[config.mk]
export PLATFORM = sky130hd
export DESIGN_NAME = comm_signal_responder
export DESIGN_NICKNAME = d
export VERILOG_FILES = /design/src/rtl/comm_signal_responder_pkg.sv /design/src/rtl/comm_signal_responder_dep_wait_timer.sv /design/src/rtl/comm_signal_responder.sv
export SDC_FILE = /design/constraint.sdc
export NUM_CORES = 1
export LEC_CHECK = 0
export ABC_AREA = 1
export CORE_MARGIN = 4
export CORE_UTILIZATION = 30
export DETAILED_ROUTE_END_ITERATION = 10
export PLACE_DENSITY = 0.61
export SETUP_SLACK_MARGIN = 0.3
export SKIP_CTS_REPAIR_TIMING = 1
export SLEW_MARGIN = 10
export SYNTH_ARGS = -nofsm -noshare
export SYNTH_HDL_FRONTEND = slang
export SYNTH_SLANG_ARGS = --single-unit
[constraint.sdc]
create_clock -name clock -period 2 [get_ports clock]
set_input_delay 0.5 -clock clock [delete_from_list [all_inputs] [get_ports clock]]
set_output_delay 0.5 -clock clock [all_outputs]
set_load 0.1 [all_outputs]
[src/rtl/comm_signal_responder_pkg.sv]
// Shared COMM_PROTOCOL definitions for the fetch-unit encoder and the communication-unit responder.
// Holds the 19-bit signal layout, command codes, responder states and small decode helpers.
package comm_signal_responder_pkg;

  localparam int SIG_W    = 19;
  localparam int CODE_HI  = 18;
  localparam int CODE_LO  = 17;
  localparam int DEP_FLAG = 16;
  localparam int MASK_HI  = 15;

  typedef enum logic [1:0] {
    END   = 2'b00,
    RSVD  = 2'b01,
    START = 2'b10,
    STOP  = 2'b11
  } comm_code_t;

  typedef enum logic [2:0] {
    ST_IDLE     = 3'd0,
    ST_DEP_WAIT = 3'd1,
    ST_RUN      = 3'd2,
    ST_STOPPED  = 3'd3,
    ST_ENDED    = 3'd4
  } comm_state_t;

  function automatic comm_code_t sig_code(input logic [SIG_W-1:0] sig);
    return comm_code_t'(sig[CODE_HI:CODE_LO]);
  endfunction

  // States in which the fetch unit is held off.
  function automatic logic stalls(input comm_state_t st);
    logic result;
    case (st)
      ST_DEP_WAIT, ST_STOPPED, ST_ENDED: result = 1'b1;
      default:                           result = 1'b0;
    endcase
    return result;
  endfunction

endpackage

[src/rtl/comm_signal_responder_dep_wait_timer.sv]
// DEP_WAIT cycle counter with saturation and timeout compare.
// Only compiled when COMM_DEP_TIMEOUT_EN is defined.
`ifdef COMM_DEP_TIMEOUT_EN
module comm_signal_responder_dep_wait_timer #(
  parameter int TIMEOUT_CYCLES = 64
) (
  input  logic clock,
  input  logic reset,
  input  logic i_clear,
  input  logic i_count_en,
  output logic o_expired
);

  localparam int              CNT_W     = $clog2(TIMEOUT_CYCLES + 1);
  localparam logic [CNT_W-1:0] CNT_MAX   = {CNT_W{1'b1}};
  localparam logic [CNT_W-1:0] EXPIRE_AT = CNT_W'(TIMEOUT_CYCLES - 1);

  logic [CNT_W-1:0] r_count;

  // Wait counter: cleared on DEP_WAIT entry, counts while waiting, sticks at full scale
  always_ff @(posedge clock) begin
    if (reset) begin
      r_count <= {CNT_W{1'b0}};
    end else if (i_clear) begin
      r_count <= {CNT_W{1'b0}};
    end else if (i_count_en && (r_count != CNT_MAX)) begin
      r_count <= r_count + CNT_W'(1'b1);
    end else begin
      r_count <= r_count;
    end
  end

  assign o_expired = i_count_en && (r_count >= EXPIRE_AT);

endmodule
`endif

[src/rtl/comm_signal_responder.sv]
// Communication-unit responder for the fetch-unit Start/Stop/End protocol; drives wait_for_next_out.
// Optional forced release out of DEP_WAIT is enabled by defining COMM_DEP_TIMEOUT_EN.
module comm_signal_responder
  import comm_signal_responder_pkg::*;
#(
  parameter int DEP_WIDTH      = 16,
  parameter int TIMEOUT_CYCLES = 64
) (
  input  logic                 clock,
  input  logic                 reset,
  input  logic                 communication_enable_in,
  input  logic [SIG_W-1:0]     communication_signal_in,
  input  logic [DEP_WIDTH-1:0] dep_status_in,
  input  logic                 resume_in,
  output logic                 wait_for_next_out,
  output logic                 process_active_out,
  output logic                 process_end_out,
  output logic [DEP_WIDTH-1:0] dep_mask_out,
  output logic                 protocol_err_out,
  output logic                 dep_timeout_out
);

  comm_state_t          r_state;
  comm_state_t          w_next_state;
  comm_code_t           w_code;
  logic                 w_flag;
  logic [DEP_WIDTH-1:0] w_sig_mask;
  logic [DEP_WIDTH-1:0] w_next_mask;
  logic                 w_start_ok;
  logic                 w_dep_sat;
  logic                 w_expired;
  logic                 w_err;
  logic                 w_tmo;

  assign w_code     = sig_code(communication_signal_in);
  assign w_flag     = communication_signal_in[DEP_FLAG];
  assign w_sig_mask = DEP_WIDTH'(communication_signal_in[MASK_HI:0]);
  assign w_start_ok = !w_flag || ((dep_status_in & w_sig_mask) == w_sig_mask);
  assign w_dep_sat  = (dep_status_in & dep_mask_out) == dep_mask_out;

`ifdef COMM_DEP_TIMEOUT_EN
  logic w_timer_clear;
  logic w_timer_count;

  assign w_timer_clear = (r_state != ST_DEP_WAIT) && (w_next_state == ST_DEP_WAIT);
  assign w_timer_count = (r_state == ST_DEP_WAIT);

  comm_signal_responder_dep_wait_timer #(
    .TIMEOUT_CYCLES (TIMEOUT_CYCLES)
  ) u_dep_wait_timer (
    .clock      (clock),
    .reset      (reset),
    .i_clear    (w_timer_clear),
    .i_count_en (w_timer_count),
    .o_expired  (w_expired)
  );
`else
  assign w_expired = 1'b0;
`endif

  // Next-state decode: a sampled command (End > Stop > Start) pre-empts resume and dependency release.
  // An illegal command leaves the state exactly as it was for that cycle.
  always_comb begin
    w_next_state = r_state;
    w_next_mask  = dep_mask_out;
    w_err        = 1'b0;
    w_tmo        = 1'b0;
    if (communication_enable_in) begin
      case (w_code)
        END: begin
          if (r_state != ST_ENDED) w_next_state = ST_ENDED;
          else                     w_err        = 1'b1;
        end
        STOP: begin
          if ((r_state == ST_RUN) || (r_state == ST_DEP_WAIT)) w_next_state = ST_STOPPED;
          else                                                 w_err        = 1'b1;
        end
        START: begin
          if ((r_state == ST_IDLE) || (r_state == ST_RUN)) begin
            w_next_mask  = w_flag ? w_sig_mask : {DEP_WIDTH{1'b0}};
            w_next_state = w_start_ok ? ST_RUN : ST_DEP_WAIT;
          end else begin
            w_err = 1'b1;
          end
        end
        RSVD:    w_err = 1'b1;
        default: w_err = 1'b1;
      endcase
    end else begin
      case (r_state)
        ST_STOPPED: begin
          if (resume_in) w_next_state = ST_RUN;
          else           w_next_state = ST_STOPPED;
        end
        ST_DEP_WAIT: begin
          if (w_dep_sat) begin
            w_next_state = ST_RUN;
          end else if (w_expired) begin
            w_next_state = ST_RUN;
            w_tmo        = 1'b1;
          end else begin
            w_next_state = ST_DEP_WAIT;
          end
        end
        default: w_next_state = r_state;
      endcase
    end
  end

  // State register and registered outputs, all decoded from the next state
  always_ff @(posedge clock) begin
    if (reset) begin
      r_state            <= ST_IDLE;
      wait_for_next_out  <= 1'b0;
      process_active_out <= 1'b0;
      process_end_out    <= 1'b0;
      dep_mask_out       <= {DEP_WIDTH{1'b0}};
      protocol_err_out   <= 1'b0;
      dep_timeout_out    <= 1'b0;
    end else begin
      r_state            <= w_next_state;
      wait_for_next_out  <= stalls(w_next_state);
      process_active_out <= (w_next_state == ST_RUN);
      process_end_out    <= (w_next_state == ST_ENDED);
      dep_mask_out       <= w_next_mask;
      protocol_err_out   <= w_err;
      dep_timeout_out    <= w_tmo;
    end
  end

endmodule

==> flow_summary_export.csv, run 1 <==
group,metric,value,unit
run_status,status,"complete, no violations",
sta,post-route-min-period,1.613,ns
grt,grt_pass1_wl,6168,um
synthesis,synth-seq-cells,23,
place,gp_congestion,0.8352,
synthesis,synth_area,0.001279,sq mm
clocking,clock-sinks,23,
finish,final_cell_mix,"nand2_1, dlymetal6s2s_1, buf_4, nand3_1, inv_1",
route,dr.pass1.iters,4,
synthesis,syn_nets,245,
power_and_ir_drop,p_per_area,499.4,mW/mm^2
synthesis,synthCells,206,
power_and_ir_drop,swShare,0.3324,
power_and_ir_drop,p_clk_frac,0.253,
setup_path,worst-r2r-setup-slack,0.55,ns
power_and_ir_drop,vdd_drop_max,0.3697,mV
sta,finalCritPeriodShare,0.8064,
setup_path,cp.arrival,1.80,ns
route,drc,0,
clocking,cts_buffers,3,
setup_path,cp-start-kind,"input pin",
sta,finClkSkew,0.003934,ns
synthesis,yosys.area.top_type,"dfxtp_1",
job,max-cap-violations,0,
route,ant_nets,0,
finish,drive_gt1_frac,0.3000,
power_and_ir_drop,power_frac_seq,0.427,
sta,max_freq,620.0,MHz
clocking,clk_latency,0.26,ns
clocking,cts_tree,"done",
grt,antenna_found_initial,0,
synthesis,ys_types,23,
power_and_ir_drop,p_sw,380.3,uW
place,place_ws,-0.09443,ns
clocking,clk_path_buf_depth,2,
setup_path,critical_path_class,"input pin to flip-flop",
clocking,root_buffer,"clkbuf_8",
clocking,cts.reportedPaths.clkPinSlew,0.08,ns
hold_path,hold_path.class,"flip-flop to flip-flop",
finish,layout_commonest_cell,"nand2_1",
grt,grt_pass1_vias,1373,
synthesis,syn_avg_cell_area,6.207,sq um
die,ios,60,
clocking,htree_num_levels,1,
grt,grt_max_degree,18,
synthesis,ys.warnings.count,0,
grt,grt_usage,0.1467,
route,drtIter0Drc,56,
finish,antenna_cells,0,
sta,rsz0062_at_grt,"yes",
finish,final_core_util,0.5646,
die,core_region_area,0.004058,sq mm
place,dp_hpwl,2962,um
route,wl,4047,um
place,port_buffers,58,
power_and_ir_drop,combPwrFrac,0.320,
power_and_ir_drop,p_leak,0.001300,uW
setup_path,end_kind,"flip-flop",
route,wl_per_cell,12.26,um
route,via_per_inst,4.512,
grt,grt_overflow,0,
die,fp.dieH,73.29,um
sta,setup_viol,0,
finish,postLayoutCellArea,0.002291,sq mm
sta,fin_ws,0.3871,ns
die,initial_core_util,0.3151,
sta,final.setup.tns,0,ns
sta,finalHoldViolCount,0,
setup_path,worstPathRequired,2.19,ns
synthesis,synth_area_leaders,"dfxtp_1, nand2_1, a21oi_1, nand3_1, inv_1",
finish,fin_nets,320,
synthesis,synth_top_area_frac,0.3601,
synthesis,synth_seq_area_share,0.3601,
finish,syn_to_final_growth,79.16,%
die,num_rows,23,
die,die_area,0.005371,sq mm
route,via_count,1489,
sta,slew_violations,0,
setup_path,crit_fanout,5,
die,die_w,73.29,um
place,post_dp_cell_area,0.002067,sq mm
power_and_ir_drop,p_int,763.9,uW
-- synthesized netlist by cell type --
cell      instances
clkbuf_1          3
o21ai_0           4
inv_1            27
a311oi_1          1
o211ai_1          1
nand3_2           1
nor2_1           20
a211oi_2          1
inv_2             3
buf_2             1
conb_1            1
nor2_4            1
buf_6             2
dfxtp_1          23
nand4_1           1
nand3_1          21
nand2_1          68
a211oi_1          1
nor3_4            1
a21oi_1          22
nor3_1            1
buf_4             1
o21ai_1           1
-- final timing paths --
check	start	end	depth (start not counted)
min reg2reg	dep_mask_out[7]	dep_mask_out[7]	2
max	communication_enable_in	dep_mask_out[2]	7
min	dep_mask_out[7]	dep_mask_out[7]	2
max reg2reg	r_state[0]	wait_for_next_out	9
-- critical path: stages --
cell             delay (ns)
clkdlybuf4s50_1        0.51
inv_2                  0.10
nor3_4                 0.22
buf_12                 0.14
buf_4                  0.13
nand3_1                0.07
a21oi_1                0.12
-- power groups by stage --
stage	clock network (uW)	logic (uW)	registers (uW)
after CTS	304	353	488
after global routing	331	395	491
after detailed placement	0	351	499
final	289	366	489
after global placement	0	351	499
after floorplan	0	116	582
-- final cells by class --
type | instances | area [sq um]
Clock buffer | 4 | 45.04
Fill cell | 391 | 1767
Inverter | 30 | 117.6
Multi-Input combinational cell | 146 | 706.9
Sequential cell | 23 | 476.7
Tap cell | 50 | 62.56
Timing Repair Buffer | 76 | 877.1
Timing Repair inverter | 1 | 5.005
-- logic make-up after synthesis --
kind of cell    synth area share
simple gates              0.3787
buf+inv                   0.1243
compound gates            0.1341
flops                     0.3601
other cells             0.002933
-- flip-flops by register name (all words and copies together), names as in the netlist --
name,cells
process_end_out,1
wait_for_next_out,1
process_active_out,1
protocol_err_out,1
dep_mask_out,16
r_state,3
-- layer usage --
layer	routed length, um	part of all wire	global-route usage
met5	0	0	0
met1	1669	0.41	0.1903
met4	34	0.0084	0.03893
met3	341	0.084	0.03830
met2	2002	0.49	0.2403
-- through the flow --
step	hold WS, ns	total power, uW	instances
5_1_grt	0.4927	1217	330
2_1_floorplan	0.5945	697.9	206
4_1_cts	0.4736	1145	326
3_3_place_gp	0.4621	850.2	322
3_5_place_dp	0.4605	850.1	322
6_report	0.4727	1144	330
Note: power is estimated with default switching activity, not from simulation.
==> inputs of run 2 (changes only) <==
==> constraint.sdc (replaced) <==
create_clock -name clock -period 1.52 [get_ports clock]
set_input_delay 0.38 -clock clock [delete_from_list [all_inputs] [get_ports clock]]
set_output_delay 0.38 -clock clock [all_outputs]
set_load 0.1 [all_outputs]
==> run 2 against run 1 <==
  * Critical path depth decreased by 1
  * Count of clock-buffer cells in the layout decreased by 1
  * Global-route usage decreased by 0.38 points
  * Critical endpoint is now dep_mask_out[14]
  * Clock power increased by 29%
  * Critical path type is now flip-flop to flip-flop
  * Sequential share of layout area decreased by 0.73 points
  * Worst setup slack got worse by 0.27 ns
  * Largest power group unchanged
  * Total power increased by 36%
  * Core utilization increased by 8.8 points
  * Die area unchanged
==> flow_summary_export.csv, run 2 (synthesis gave the netlist of run 1 again) <==
group,metric,value,unit
run_status,status,"complete, no violations",
sta,slew_violations,0,
sta,finalCritPeriodShare,0.9242,
die,die_w,73.29,um
hold_path,hold_path.class,"input pin to flip-flop",
sta,finClkSkew,0.005049,ns
power_and_ir_drop,p_int,1030,uW
grt,grt_usage,0.1429,
power_and_ir_drop,swShare,0.3403,
setup_path,r2r_cells,6,
place,gp_congestion,0.8268,
die,num_rows,23,
power_and_ir_drop,p_per_area,589.2,mW/mm^2
power_and_ir_drop,power_frac_seq,0.400,
grt,grt_max_degree,18,
power_and_ir_drop,vdd_drop_max,0.2916,mV
grt,met1_usage,0.1997,
route,wl_per_cell,12.49,um
place,port_buffers,58,
finish,final_core_util,0.6528,
setup_path,end_kind,"flip-flop",
grt,grt_pass1_wl,6106,um
finish,syn_to_final_growth,107.1,%
finish,max_flop_register,"dep_mask_out",
job,max-cap-violations,0,
sta,setup_viol,0,
route,dr.pass1.iters,4,
sta,max_freq,711.9,MHz
place,dp_hpwl,3009,um
route,wl,4248,um
grt,grtUsageMet2,0.2244,
setup_path,crit_fanout,7,
die,ios,60,
clocking,root_buffer,"clkbuf_8",
finish,final_cell_mix,"nand2_1, dlymetal6s2s_1, buf_4, buf_12, dfxtp_4",
grt,antenna_found_initial,0,
power_and_ir_drop,combPwrFrac,0.362,
finish,antenna_cells,0,
place,post_dp_cell_area,0.002341,sq mm
clocking,cts_buffers,3,
finish,drive_gt1_frac,0.4379,
power_and_ir_drop,p_leak,0.001408,uW
finish,largest_register_ff_count,16,
hold_path,whs_path_depth,3,
grt,grt-busiest-layer,"met2",
route,ant_nets,0,
route,via_count,1564,
sta,finalHoldViolCount,0,
route,drc,0,
sta,whs,0.4169,ns
power_and_ir_drop,p_sw,531.2,uW
sta,final.setup.tns,0,ns
finish,reg_top3,"dep_mask_out (16), r_state (3)",
setup_path,cp-start-kind,"flip-flop",
clocking,cts.reportedPaths.clkPinSlew,0.08,ns
finish,fin_nets,330,
route,drtIter0Drc,53,
finish,postLayoutCellArea,0.002649,sq mm
clocking,clk_path_buf_depth,2,
clocking,clk_latency,0.26,ns
power_and_ir_drop,p_clk_frac,0.238,
setup_path,cp.arrival,1.60,ns
die,fp.dieH,73.29,um
die,die_area,0.005371,sq mm
die,core_region_area,0.004058,sq mm
sta,rsz0062_at_grt,"yes",
grt,grt_pass1_vias,1394,
setup_path,critical_path_class,"flip-flop to flip-flop",
grt,grt_overflow,0,
finish,layout_commonest_cell,"nand2_1",
die,initial_core_util,0.3151,
clocking,cts_tree,"done",
setup_path,worstPathRequired,1.72,ns
sta,post-route-min-period,1.405,ns
grt,met3_usage,0.02326,
clocking,htree_num_levels,1,
route,via_per_inst,4.600,
clocking,clock-sinks,23,
## run 2: cell count changes in the layout (fill, tap and decap cells not counted), sizes merged
cell,delta
clkinv,-1
dlymetal6s2s,-1
clkbuf,+3
inv,+1
buf,+10
clkdlybuf4s50,-2
## run 2: power by group through the flow
| stage | sequential, uW | combinational (uW) | clock (uW) |
|---|---|---|---|
| detailed placement | 641 | 515 | 0 |
| CTS | 627 | 517 | 390 |
| global placement | 641 | 513 | 0 |
| finish | 624 | 565 | 372 |
| global route | 627 | 604 | 409 |
| floorplan | 744 | 157 | 0 |
## run 2: layer usage
metal  vias up  wire (um)
met5         -          0
met2        45       2109
met4         0         30
met3         4        276
li1        814          -
met1       701       1831
## run 2: critical path: stages (launching register included)
cell and delay [ns]:
dfxtp_4 0.36, nor2_4 0.15, inv_2 0.06, nor3_4 0.36, clkbuf_16 0.23, nand3_2 0.06, a21oi_2 0.13
## run 2: cell type report
cell class / count / area, sq um
clock inverters: 1 / 5.005
fillers: 338 / 1409
clock buffers: 3 / 41.29
inverters: 30 / 127.6
repair buffers: 87 / 1094
well taps: 50 / 62.56
multi-input cells: 146 / 787.0
flip-flops and latches: 23 / 531.8
## run 2: worst paths after layout
kind,start,to,slack (ns)
worst min register to register,dep_mask_out[0],dep_mask_out[0],0.50
worst max register to register,r_state[2],dep_mask_out[14],0.12
worst min-delay path,communication_signal_in[0],dep_mask_out[0],0.42
worst max-delay path,r_state[2],dep_mask_out[14],0.12
## run 2: through the flow
step	power [uW]	std cells	worst slack (ns)
after global placement	1154	329	-0.4551
after global routing	1641	340	0.04090
after floorplan	901.3	206	0.1884
after detailed placement	1156	329	-0.5041
final	1561	340	0.1153
after CTS	1534	333	-0.2320
==> inputs of run 3 (changes only) <==
--- a/config.mk
+++ b/config.mk
@@ -8,6 +8,7 @@
 export ABC_AREA = 1
 export CORE_MARGIN = 4
 export CORE_UTILIZATION = 30
+export CTS_CLUSTER_DIAMETER = 60
 export DETAILED_ROUTE_END_ITERATION = 10
 export PLACE_DENSITY = 0.61
 export SETUP_SLACK_MARGIN = 0.3
==> results of run 3 <==
Same layout as run 2: the final DEF is identical, and so are final timing and power.
